==> src/rtl/mac_rx_frame_sequencer_if.sv <==
// Signal bundle of the RX frame sequencer. It carries the incoming RX word stream, the
// frame-buffer write port, the checker handshake and the abort/drop status.
// The sequencer connects through the master modport and its environment through the slave modport.
interface mac_rx_frame_sequencer_if #(
    parameter int DATA_WIDTH = 64,
    parameter int CTRL_WIDTH = 8,
    parameter int ADDR_WIDTH = 8,
    parameter int LEN_WIDTH  = 11
);
    logic [DATA_WIDTH-1:0] i_rx_data;
    logic [CTRL_WIDTH-1:0] i_rx_ctrl;
    logic                  i_rx_valid;
    logic                  o_wr_en;
    logic [ADDR_WIDTH-1:0] o_wr_addr;
    logic [DATA_WIDTH-1:0] o_wr_data;
    logic                  o_frame_valid;
    logic [LEN_WIDTH-1:0]  o_frame_len;
    logic                  i_check_ready;
    logic                  o_abort;
    logic [15:0]           o_drop_cnt;
    logic [15:0]           o_abort_cnt;

    modport master (
        input  i_rx_data, i_rx_ctrl, i_rx_valid, i_check_ready,
        output o_wr_en, o_wr_addr, o_wr_data, o_frame_valid, o_frame_len,
               o_abort, o_drop_cnt, o_abort_cnt
    );

    modport slave (
        output i_rx_data, i_rx_ctrl, i_rx_valid, i_check_ready,
        input  o_wr_en, o_wr_addr, o_wr_data, o_frame_valid, o_frame_len,
               o_abort, o_drop_cnt, o_abort_cnt
    );
endinterface

==> src/rtl/mac_rx_frame_sequencer.sv <==
// RX MAC frame sequencer. It finds START/TERM framing in the 64b/8b word stream and
// writes each frame into an external buffer. It then offers the buffered frame to the
// checker, and it drops or aborts frames that cannot be accepted.
module mac_rx_frame_sequencer #(
    parameter int         DATA_WIDTH     = 64,
    parameter int         CTRL_WIDTH     = 8,
    parameter int         MAX_FRAME_SIZE = 1518,
    parameter int         ADDR_WIDTH     = 8,
    parameter int         LEN_WIDTH      = 11,
    parameter logic [7:0] START_CODE     = 8'hFB,
    parameter logic [7:0] TERM_CODE      = 8'hFD
) (
    input logic clk,
    input logic i_rst,
    mac_rx_frame_sequencer_if.master bus
);
    // One spare bit so that byte_cnt+8 and byte_cnt+lane never wrap before the size compare.
    localparam int                 CNT_W   = LEN_WIDTH + 1;
    localparam logic [CNT_W-1:0]   MAX_LEN = CNT_W'(MAX_FRAME_SIZE);
    localparam logic [CNT_W-1:0]   WORD_B  = CNT_W'(CTRL_WIDTH);

    typedef enum logic [1:0] {S_IDLE, S_COLLECT, S_HOLD} state_t;

    state_t           state;
    logic [CNT_W-1:0] byte_cnt;   // bytes of the open frame already written
    logic             is_start;
    logic             term_found;
    int               term_idx;
    logic             ctrl_err;
    logic [CNT_W-1:0] term_len;

    function automatic logic [15:0] sat_inc(input logic [15:0] v);
        return (v == 16'hFFFF) ? v : v + 16'd1;
    endfunction

    // Classify the current word: START in lane 0, lowest TERM lane, stray control characters.
    always_comb begin
        // NOTE: every signal written here gets a default first, so no path leaves one unassigned and infers a latch.
        is_start   = bus.i_rx_valid && bus.i_rx_ctrl[0] && (bus.i_rx_data[7:0] == START_CODE);
        term_found = 1'b0;
        term_idx   = 0;
        ctrl_err   = 1'b0;
        // Scanning downwards leaves the lowest TERM lane in term_idx.
        for (int j = CTRL_WIDTH - 1; j >= 0; j--) begin
            if (bus.i_rx_ctrl[j] && (bus.i_rx_data[8*j +: 8] == TERM_CODE)) begin
                term_found = 1'b1;
                term_idx   = j;
            end
        end
        // Control characters after TERM are idles and are legal. Any control character before TERM is an error.
        for (int j = 0; j < CTRL_WIDTH; j++) begin
            if (bus.i_rx_ctrl[j] && (!term_found || j < term_idx)) begin
                ctrl_err = 1'b1;
            end
        end
        term_len = byte_cnt + CNT_W'(term_idx);
    end

    // Framing FSM with registered write port, handshake, abort pulse and counters.
    // The word address is derived from the last written address. o_wr_addr changes only on writes.
    always_ff @(posedge clk) begin
        // NOTE: state registers use non-blocking assignments, so every branch sees the pre-edge values.
        if (i_rst) begin
            state             <= S_IDLE;
            byte_cnt          <= '0;
            bus.o_wr_en       <= 1'b0;
            bus.o_wr_addr     <= '0;
            bus.o_wr_data     <= '0;
            bus.o_frame_valid <= 1'b0;
            bus.o_frame_len   <= '0;
            bus.o_abort       <= 1'b0;
            bus.o_drop_cnt    <= '0;
            bus.o_abort_cnt   <= '0;
        end else begin
            bus.o_wr_en <= 1'b0;
            bus.o_abort <= 1'b0;
            case (state)
                S_IDLE: begin
                    // Stray words are ignored here, including the tail of a dropped frame.
                    if (is_start) begin
                        bus.o_wr_en   <= 1'b1;
                        bus.o_wr_addr <= '0;
                        bus.o_wr_data <= bus.i_rx_data;
                        byte_cnt      <= WORD_B;
                        state         <= S_COLLECT;
                    end
                end
                S_COLLECT: begin
                    if (is_start) begin
                        bus.o_abort     <= 1'b1;
                        bus.o_abort_cnt <= sat_inc(bus.o_abort_cnt);
                        bus.o_wr_en     <= 1'b1;
                        bus.o_wr_addr   <= '0;
                        bus.o_wr_data   <= bus.i_rx_data;
                        byte_cnt        <= WORD_B;
                    end else if (bus.i_rx_valid) begin
                        if (ctrl_err) begin
                            bus.o_abort     <= 1'b1;
                            bus.o_abort_cnt <= sat_inc(bus.o_abort_cnt);
                            state           <= S_IDLE;
                        end else if (term_found) begin
                            bus.o_wr_en   <= 1'b1;
                            bus.o_wr_addr <= bus.o_wr_addr + ADDR_WIDTH'(1);
                            bus.o_wr_data <= bus.i_rx_data;
                            if (term_len > MAX_LEN) begin
                                bus.o_abort     <= 1'b1;
                                bus.o_abort_cnt <= sat_inc(bus.o_abort_cnt);
                                state           <= S_IDLE;
                            end else begin
                                bus.o_frame_len <= term_len[LEN_WIDTH-1:0];
                                state           <= S_HOLD;
                            end
                        end else if (byte_cnt + WORD_B > MAX_LEN) begin
                            bus.o_abort     <= 1'b1;
                            bus.o_abort_cnt <= sat_inc(bus.o_abort_cnt);
                            state           <= S_IDLE;
                        end else begin
                            bus.o_wr_en   <= 1'b1;
                            bus.o_wr_addr <= bus.o_wr_addr + ADDR_WIDTH'(1);
                            bus.o_wr_data <= bus.i_rx_data;
                            byte_cnt      <= byte_cnt + WORD_B;
                        end
                    end
                end
                S_HOLD: begin
                    // Valid rises one cycle after the TERM word's write, then waits for the handshake.
                    if (!bus.o_frame_valid) begin
                        bus.o_frame_valid <= 1'b1;
                    end else if (bus.i_check_ready) begin
                        bus.o_frame_valid <= 1'b0;
                        state             <= S_IDLE;
                    end
                    // The buffer is still owned by the checker, so a new frame is dropped.
                    if (is_start) begin
                        bus.o_drop_cnt <= sat_inc(bus.o_drop_cnt);
                    end
                end
                default: state <= S_IDLE;
            endcase
        end
    end
endmodule

==> src/flat_wrapper.sv <==
// flat-port wrapper written by rule: the top's interface ports become plain ports
module mac_rx_frame_sequencer_flat 
#(
    parameter int         DATA_WIDTH     = 64,
    parameter int         CTRL_WIDTH     = 8,
    parameter int         MAX_FRAME_SIZE = 1518,
    parameter int         ADDR_WIDTH     = 8,
    parameter int         LEN_WIDTH      = 11,
    parameter logic [7:0] START_CODE     = 8'hFB,
    parameter logic [7:0] TERM_CODE      = 8'hFD
)
  (clk, i_rst, bus_i_rx_data, bus_i_rx_ctrl, bus_i_rx_valid, bus_i_check_ready, bus_o_wr_en, bus_o_wr_addr, bus_o_wr_data, bus_o_frame_valid, bus_o_frame_len, bus_o_abort, bus_o_drop_cnt, bus_o_abort_cnt);
  mac_rx_frame_sequencer_if #(.DATA_WIDTH(DATA_WIDTH), .CTRL_WIDTH(CTRL_WIDTH), .ADDR_WIDTH(ADDR_WIDTH), .LEN_WIDTH(LEN_WIDTH)) bus_i ();
  input logic clk;
  input logic i_rst;
  input wire logic [$bits(bus_i.i_rx_data)-1:0] bus_i_rx_data;
  input wire logic [$bits(bus_i.i_rx_ctrl)-1:0] bus_i_rx_ctrl;
  input wire logic [$bits(bus_i.i_rx_valid)-1:0] bus_i_rx_valid;
  input wire logic [$bits(bus_i.i_check_ready)-1:0] bus_i_check_ready;
  output wire logic [$bits(bus_i.o_wr_en)-1:0] bus_o_wr_en;
  output wire logic [$bits(bus_i.o_wr_addr)-1:0] bus_o_wr_addr;
  output wire logic [$bits(bus_i.o_wr_data)-1:0] bus_o_wr_data;
  output wire logic [$bits(bus_i.o_frame_valid)-1:0] bus_o_frame_valid;
  output wire logic [$bits(bus_i.o_frame_len)-1:0] bus_o_frame_len;
  output wire logic [$bits(bus_i.o_abort)-1:0] bus_o_abort;
  output wire logic [$bits(bus_i.o_drop_cnt)-1:0] bus_o_drop_cnt;
  output wire logic [$bits(bus_i.o_abort_cnt)-1:0] bus_o_abort_cnt;
  assign bus_i.i_rx_data = bus_i_rx_data;
  assign bus_i.i_rx_ctrl = bus_i_rx_ctrl;
  assign bus_i.i_rx_valid = bus_i_rx_valid;
  assign bus_i.i_check_ready = bus_i_check_ready;
  assign bus_o_wr_en = bus_i.o_wr_en;
  assign bus_o_wr_addr = bus_i.o_wr_addr;
  assign bus_o_wr_data = bus_i.o_wr_data;
  assign bus_o_frame_valid = bus_i.o_frame_valid;
  assign bus_o_frame_len = bus_i.o_frame_len;
  assign bus_o_abort = bus_i.o_abort;
  assign bus_o_drop_cnt = bus_i.o_drop_cnt;
  assign bus_o_abort_cnt = bus_i.o_abort_cnt;
  mac_rx_frame_sequencer #(.DATA_WIDTH(DATA_WIDTH), .CTRL_WIDTH(CTRL_WIDTH), .MAX_FRAME_SIZE(MAX_FRAME_SIZE), .ADDR_WIDTH(ADDR_WIDTH), .LEN_WIDTH(LEN_WIDTH), .START_CODE(START_CODE), .TERM_CODE(TERM_CODE)) u_core (.clk(clk), .i_rst(i_rst), .bus(bus_i));
endmodule
==> config.mk <==
export PLATFORM = sky130hd
export DESIGN_NAME = mac_rx_frame_sequencer_flat
export DESIGN_NICKNAME = d
export VERILOG_FILES = /design/src/rtl/mac_rx_frame_sequencer_if.sv /design/src/rtl/mac_rx_frame_sequencer.sv /design/src/flat_wrapper.sv
export SDC_FILE = /design/constraint.sdc
export NUM_CORES = 1
export LEC_CHECK = 0
export ABC_AREA = 1
export BUFFER_PORTS_ARGS = -buffer_cell sky130_fd_sc_hd__buf_2
export CELL_PAD_IN_SITES_DETAIL_PLACEMENT = 1
export CELL_PAD_IN_SITES_GLOBAL_PLACEMENT = 1
export CORE_ASPECT_RATIO = 1.25
export CORE_MARGIN = 4
export CORE_UTILIZATION = 34
export CTS_CLUSTER_SIZE = 24
export DETAILED_ROUTE_END_ITERATION = 8
export GPL_TIMING_DRIVEN = 0
export PLACE_DENSITY_LB_ADDON = 0.15
export SLEW_MARGIN = 15
export SYNTH_ARGS = -nofsm -noshare
export SYNTH_HDL_FRONTEND = slang
export SYNTH_SLANG_ARGS = --single-unit
==> constraint.sdc <==
create_clock -name clk -period 5.4 [get_ports clk]
set_input_delay 1.35 -clock clk [delete_from_list [all_inputs] [get_ports clk]]
set_output_delay 1.35 -clock clk [all_outputs]
set_load 0.02 [all_outputs]
# Yosys cells after proc, flatten, opt, wreduce, memory -nomap -nowiden
# Cells that the tools add are included.
word_totals:
  reg_bits: 132
  elab_cells: 170
op_classes:
  n_addsub: 5
  magnitude_cmp: 10
  n_eq_ne: 25
  mux: 77
  bitwise_logic: 5
  reduce_logical: 38
ops:
  columns: ["cell", "n"]
  rows:
  - ["64-bit 2-to-1 mux", 6]
  - ["64-bit one-hot mux with 2 select lines", 1]
  - ["16-bit 2-to-1 mux", 7]
  - ["8-bit == test, second input constant", 9]
  - ["12-bit 2-to-1 mux", 6]
  - ["8-bit 2-to-1 mux", 6]
  - ["16-bit by 1-bit adder with 16-bit output, second input constant", 2]
  - ["16-bit == test, second input constant", 2]
  - ["1-bit 2-to-1 mux", 30]
  - ["12-bit by 11-bit greater-than comparator with 1-bit output, second input constant", 2]
  - ["3-bit 2-to-1 mux", 8]
  - ["12-bit one-hot mux with 2 select lines", 1]
  - ["1-bit logical AND", 18]
  - ["2-bit 2-to-1 mux", 9]
  - ["6-bit AND reduction", 3]
  - ["8-bit one-hot mux with 2 select lines", 1]
  - ["12-bit by 3-bit adder with 12-bit output", 1]
  - ["12-bit by 4-bit adder with 12-bit output, second input constant", 1]
  - ["3-bit < comparator, first input constant", 4]
  - ["3-bit by 2-bit != test with 1-bit output, second input constant", 4]
  - ["8-bit by 1-bit adder with 8-bit output, second input constant", 1]
  - ["1-bit logical OR", 8]
  - ["1-bit by 3-bit < comparator with 1-bit output, first input constant", 2]
  - ["2-bit by 3-bit < comparator with 1-bit output, first input constant", 2]
  - ["other kinds (18)", 26]

# Logic depth before layout (Yosys ltp)
depth:
  word_depth: 25
  ltp_mapped: 25

# Worst setup path after synthesis
# OpenSTA, ideal clock, no wires.
synth_path:
  path_kind: "input port to flip-flop"
  startpoint: "input bus_i_rx_data[47]"
  endpoint: "register u_core.bus.o_frame_len[2]"
  setup_time_ps: 113
  arrival_time_ps: 3154
  required_ps: 5287
  slack_ps: 2133
  path_stages: 23
  path_buffers: 1
  path_cell_list: "inv_1 > nor2_1 > nand3_1 > nand2_1 > inv_1 > nand2_1 > nand2_1 > nand2_1 > inv_1 > ha_1 > nand2_1 > nor2_1 > nand3_1 > nand2_1 > nand2_1 > nand2_1 > nand2_2 > nand3_1 > nor2_1 > buf_2 > nand3_1 > nand2_1 > nor2_1"
synth_lines:
  columns: ["item", "line", "rtl"]
  rows:
  - ["start, declared", "flat_wrapper.sv:16", "input wire logic [$bits(bus_i.i_rx_data)-1:0] bus_i_rx_data;"]
  - ["8-bit == test", "mac_rx_frame_sequencer.sv:45", "if (bus.i_rx_ctrl[j] && (bus.i_rx_data[8*j +: 8] == TERM_CODE)) begin"]
  - ["1-bit logical AND", "mac_rx_frame_sequencer.sv:45", null]
  - ["3-bit 2-to-1 mux (6 in a row)", "mac_rx_frame_sequencer.sv:45", null]
  - ["12-bit by 3-bit adder with 12-bit output", "mac_rx_frame_sequencer.sv:56", "term_len = byte_cnt + CNT_W'(term_idx);"]
  - ["via u_core.term_len[1]", "mac_rx_frame_sequencer.sv:30", "logic [CNT_W-1:0] term_len;"]
  - ["12-bit by 11-bit greater-than comparator with 1-bit output", "mac_rx_frame_sequencer.sv:105", "if (term_len > MAX_LEN) begin"]
  - ["1-bit NOT (no source line)", null, null]
  - ["6-bit AND reduction (no source line)", null, null]
  - ["end signal, assigned", "mac_rx_frame_sequencer.sv:110", "bus.o_frame_len <= term_len[LEN_WIDTH-1:0];"]
  - ["end, declared", "mac_rx_frame_sequencer_if.sv:25", "output o_wr_en, o_wr_addr, o_wr_data, o_frame_valid, o_frame_len,"]
# The timed path passes the listed nets, and every way through them passes these cells.
# A chain may end at the register's enable or synchronous reset.

# Worst setup path after layout
layout_path:
  startpoint: "input bus_i_rx_ctrl[5]"
  endpoint: "register u_core.bus.o_abort_cnt[14] (netlist name)"
layout_lines:
  columns: ["item", "line", "rtl"]
  rows:
  - ["start, declared", "flat_wrapper.sv:17", "input wire logic [$bits(bus_i.i_rx_ctrl)-1:0] bus_i_rx_ctrl;"]
  - ["1-bit logical AND", "mac_rx_frame_sequencer.sv:45", null]
  - ["3-bit 2-to-1 mux (6 in a row)", "mac_rx_frame_sequencer.sv:45", null]
  - ["12-bit by 3-bit adder with 12-bit output", "mac_rx_frame_sequencer.sv:56", null]
  - ["via u_core.term_len[1]", "mac_rx_frame_sequencer.sv:30", null]
  - ["12-bit by 11-bit greater-than comparator with 1-bit output", "mac_rx_frame_sequencer.sv:105", null]
  - ["4-bit by 3-bit != test with 1-bit output (no source line)", null, null]
  - ["4-bit AND reduction (no source line)", null, null]
  - ["end signal, assigned", "mac_rx_frame_sequencer.sv:99", "bus.o_abort_cnt <= sat_inc(bus.o_abort_cnt);"]
  - ["end signal, assigned", "mac_rx_frame_sequencer.sv:107", "bus.o_abort_cnt <= sat_inc(bus.o_abort_cnt);"]
  - ["end signal, assigned", "mac_rx_frame_sequencer.sv:115", "bus.o_abort_cnt <= sat_inc(bus.o_abort_cnt);"]
  - ["end, declared", "mac_rx_frame_sequencer_if.sv:26", "o_abort, o_drop_cnt, o_abort_cnt"]
# The timed path passes the listed nets, and every way through them passes these cells. The select of a mux whose other input is x is not followed.

==> results.cfg <==
[sta]
maxSlewViolCount = 0
finalCritPeriodShare = 0.638
layout_min_cycle_time_ps = 3440
rsz0062_at_grt = false
fin_skew_ps = 6.66
fin_hold_ws_ps = 468
max_slew_margin = 0.545
fin_setup_tns_ps = 0
setup_violations = 0
max_freq_mhz = 290
hold_viol = 0
worst_pin_slew_ps = 682

[detailed_routing]
ant_nets = 0
routed_wl_um = 21800
wire_per_inst_um = 15.7
route.vias.total = 6801
dr.pass1.iters = 4
drtIter0Drc = 208
viasPerCell = 4.89
drc = 0

[clock_tree]
clock_tree.root_cell = clkbuf_16
cts_tree = done
cts-resized-gates = 0
post-cts-setup-buffer-count = 0
cts_max_path_buffers = 2
clock_latency_ps = 420
htree_num_levels = 4
hold_buffers = 0
clk_pin_slew_worst_paths_ps = 60
cts_buffers = 17
cts.sinks = 129

[min_path]
min_to = u_core.byte_cnt[11]$_SDFFE_PP0P_
hold_path.class = flop to flop
worstHoldStart = u_core.byte_cnt[11]$_SDFFE_PP0P_
holdPathStages = 2

[power_and_ir_drop]
ir_drop_mv = 0.196
leakagePower_nw = 3.90
power_density_nw_per_um2 = 313

[critical_path]
timing.rr.end = u_core.bus.o_wr_data[15]$_SDFFE_PP0P_
cp_num_buf_inv = 4
worstSetupPathType = input pin to flop
cp_data_arrival_time_ps = 3790
cpMostUsedCell = nand2_1
cpPeakStageDelay_ps = 320
slowest_stage = ha_1
crit_chain = buf_2, nand2_1, nor2_1, nand3_1, nand2_1, inv_1, nand2_1, nand2_1, nand2_1, inv_1, ha_1, nand2_1, nor2_1, nand3_1, nand2_1, nand2_1, nand2_1, nand2_2, nand4_4, nand2_4, buf_6, nand2_1, a21oi_1
cp.required_ps = 5740
r2r_start = u_core.byte_cnt[3]$_SDFFE_PP0P_
reg2reg_slack_ps = 2700
ff2ff_path_depth = 14
crit_path_start_kind = input pin
path_max_fanout = 10
cp_top_family = simple AND/OR/NAND/NOR gates
cp-end-kind = flop

[synth]
async_flop_share = 0
postSynthNetCount = 1021
syn_inst = 940
netlist_area_sq_um = 6360
yosysWarnings = 0
seq_area_frac_synth = 0.406
synth_edf_count = 0
synth.distinct_cells = 39
synth_area_leaders = dfxtp_1 41%, nor2_1 12%, nand2_1 8.5%, o21ai_0 6.5%, inv_1 5.6%
yosysTopAreaCell = dfxtp_1
synth_top_area_frac = 0.406
syn_area_per_cell_sq_um = 6.77
ys_ff_latch = 129
ys.flop_type = dfxtp_1

[global_routing]
grt_util_met2 = 0.378
grt_usage = 0.210
grtUsageMet1 = 0.235
grt_pass1_vias = 7090
met3_usage = 0.0612
busiest_layer = met2
grt_overflow = 0
antenna_found_initial = 4
grt_pass1_wl_um = 35400
grt_max_degree = 17

[floorplanning]
rows = 55
ioPinCount = 194
core_area_sq_um = 18200
dieWidth_um = 130
die-area_sq_um = 21000
fp.dieH_um = 161
start_util = 0.349

[placement]
dp_hpwl_um = 17400
port_buffers = 192
gp_congestion = 0.854

[finish]
area_growth_pct = 28.5
diodes = 0
fin_util = 0.448
layout_common_cells = 205 x nor2_1, 204 x buf_2, 144 x nand2_1
layout_commonest_cell = nor2_1
nets = 1232
drive_gt1_frac = 0.232

[outcome]
outcome = complete, no violations

[flow_run]
drv_cap = 0
==> sequential cells by signal, indices dropped and copies added, names as in the netlist <==
register / flops
u_core.bus.o_drop_cnt: 16
u_core.bus.o_abort_cnt: 16
u_core.bus.o_frame_valid: 1
u_core.bus.o_wr_data: 64
u_core.state: 2
u_core.bus.o_wr_addr: 8
u_core.bus.o_abort: 1
u_core.bus.o_frame_len: 11
u_core.bus.o_wr_en: 1
u_core.byte_cnt: 9
==> power by group <==
part	total, W	switching [W]	internal (W)	leakage (nW)
combinational	0.000437	0.000312	0.000125	2.60
clock	0.00111	0.000462	0.000650	0.266
sequential	0.00101	0.0000270	0.000981	1.04
total	0.00256	0.000800	0.00176	3.90
==> worst register-to-register path, delay by kind of cell (launching register included) <==
| kind | cells | cell delay, ps |
|---|---|---|
| buffers and inverters | 2 | 490 |
| and+or+nand+nor | 10 | 1350 |
| adders and majority gates | 1 | 220 |
| xor gates and xnor gates | 1 | 120 |
| DFF | 1 | 440 |
==> per-layer routing <==
metal  vias up  wire length [um]
li1       3450                 -
met1      3164              8730
met2       138             11200
met3        41              1400
met4         8               437
met5         -                42
==> cell families (layout without fill, tap and decap cells) <==
group,count (synthesis),after routing,synth area share
adder cells (fa/ha/maj),5,5,0.00983
buffers and inverters,137,361,0.0903
XOR/XNOR,25,25,0.0344
AND/OR/NAND/NOR,473,473,0.322
flip-flops,129,129,0.406
other,1,1,0.000589
AO/OA/AOI/OAI,170,170,0.137
==> how the worst max path moves through the flow <==
| stage | from | end | slack, ps | depth (start not counted) |
|---|---|---|---|---|
| 6_report | bus_i_rx_ctrl[5] | u_core.bus.o_abort_cnt[14]$_SDFFE_PP0P_ | 1960 | 23 |
| 5_1_grt | bus_i_rx_ctrl[5] | u_core.bus.o_frame_len[0]$_SDFFE_PP0P_ | 1600 | 24 |
| 3_3_place_gp | bus_i_rx_ctrl[2] | u_core.bus.o_frame_len[0]$_SDFFE_PP0P_ | 1540 | 23 |
| 2_1_floorplan | bus_i_rx_data[47] | u_core.bus.o_frame_len[2]$_SDFFE_PP0P_ | 2130 | 23 |
| 4_1_cts | bus_i_rx_ctrl[2] | u_core.bus.o_abort_cnt[6]$_SDFFE_PP0P_ | 1920 | 21 |
| 3_5_place_dp | bus_i_rx_ctrl[2] | u_core.bus.o_abort_cnt[6]$_SDFFE_PP0P_ | 1500 | 21 |
==> cell usage after synthesis (all sizes together), types with 3 or more instances <==
cell,instances
ha,5
clkbuf,17
xnor2,6
nand2,150
buf,19
nor2,214
nor3,13
o21ai,101
a21oi,60
nand3,70
nor4,6
inv,101
dfxtp,129
xor2,19
o21a,3
nand4,12
nand3b,3
==> stage by stage <==
| step | worst slack (ps) | std cells | total power [W] | area, sq um |
|---|---|---|---|---|
| 2_1_floorplan | 2130 | 940 | 0.00131 | 6360 |
| 3_3_place_gp | 1540 | 1360 | 0.00146 | 7610 |
| 3_5_place_dp | 1500 | 1360 | 0.00147 | 7610 |
| 4_1_cts | 1920 | 1392 | 0.00259 | 8180 |
| 5_1_grt | 1600 | 1392 | 0.00269 | 8180 |
| 6_report | 1960 | 1392 | 0.00256 | 8180 |
==> layout make-up <==
cell class | count | area, sq um
clock inverter | 14 | 130
tap | 228 | 285
sequential | 129 | 2580
fill | 2459 | 10100
inverter | 101 | 379
multi-input combinational | 674 | 3210
timing repair buffer | 192 | 961
buffer | 36 | 195
clock buffer | 18 | 439
No activity file was read; power rests on OpenSTA's default activity.
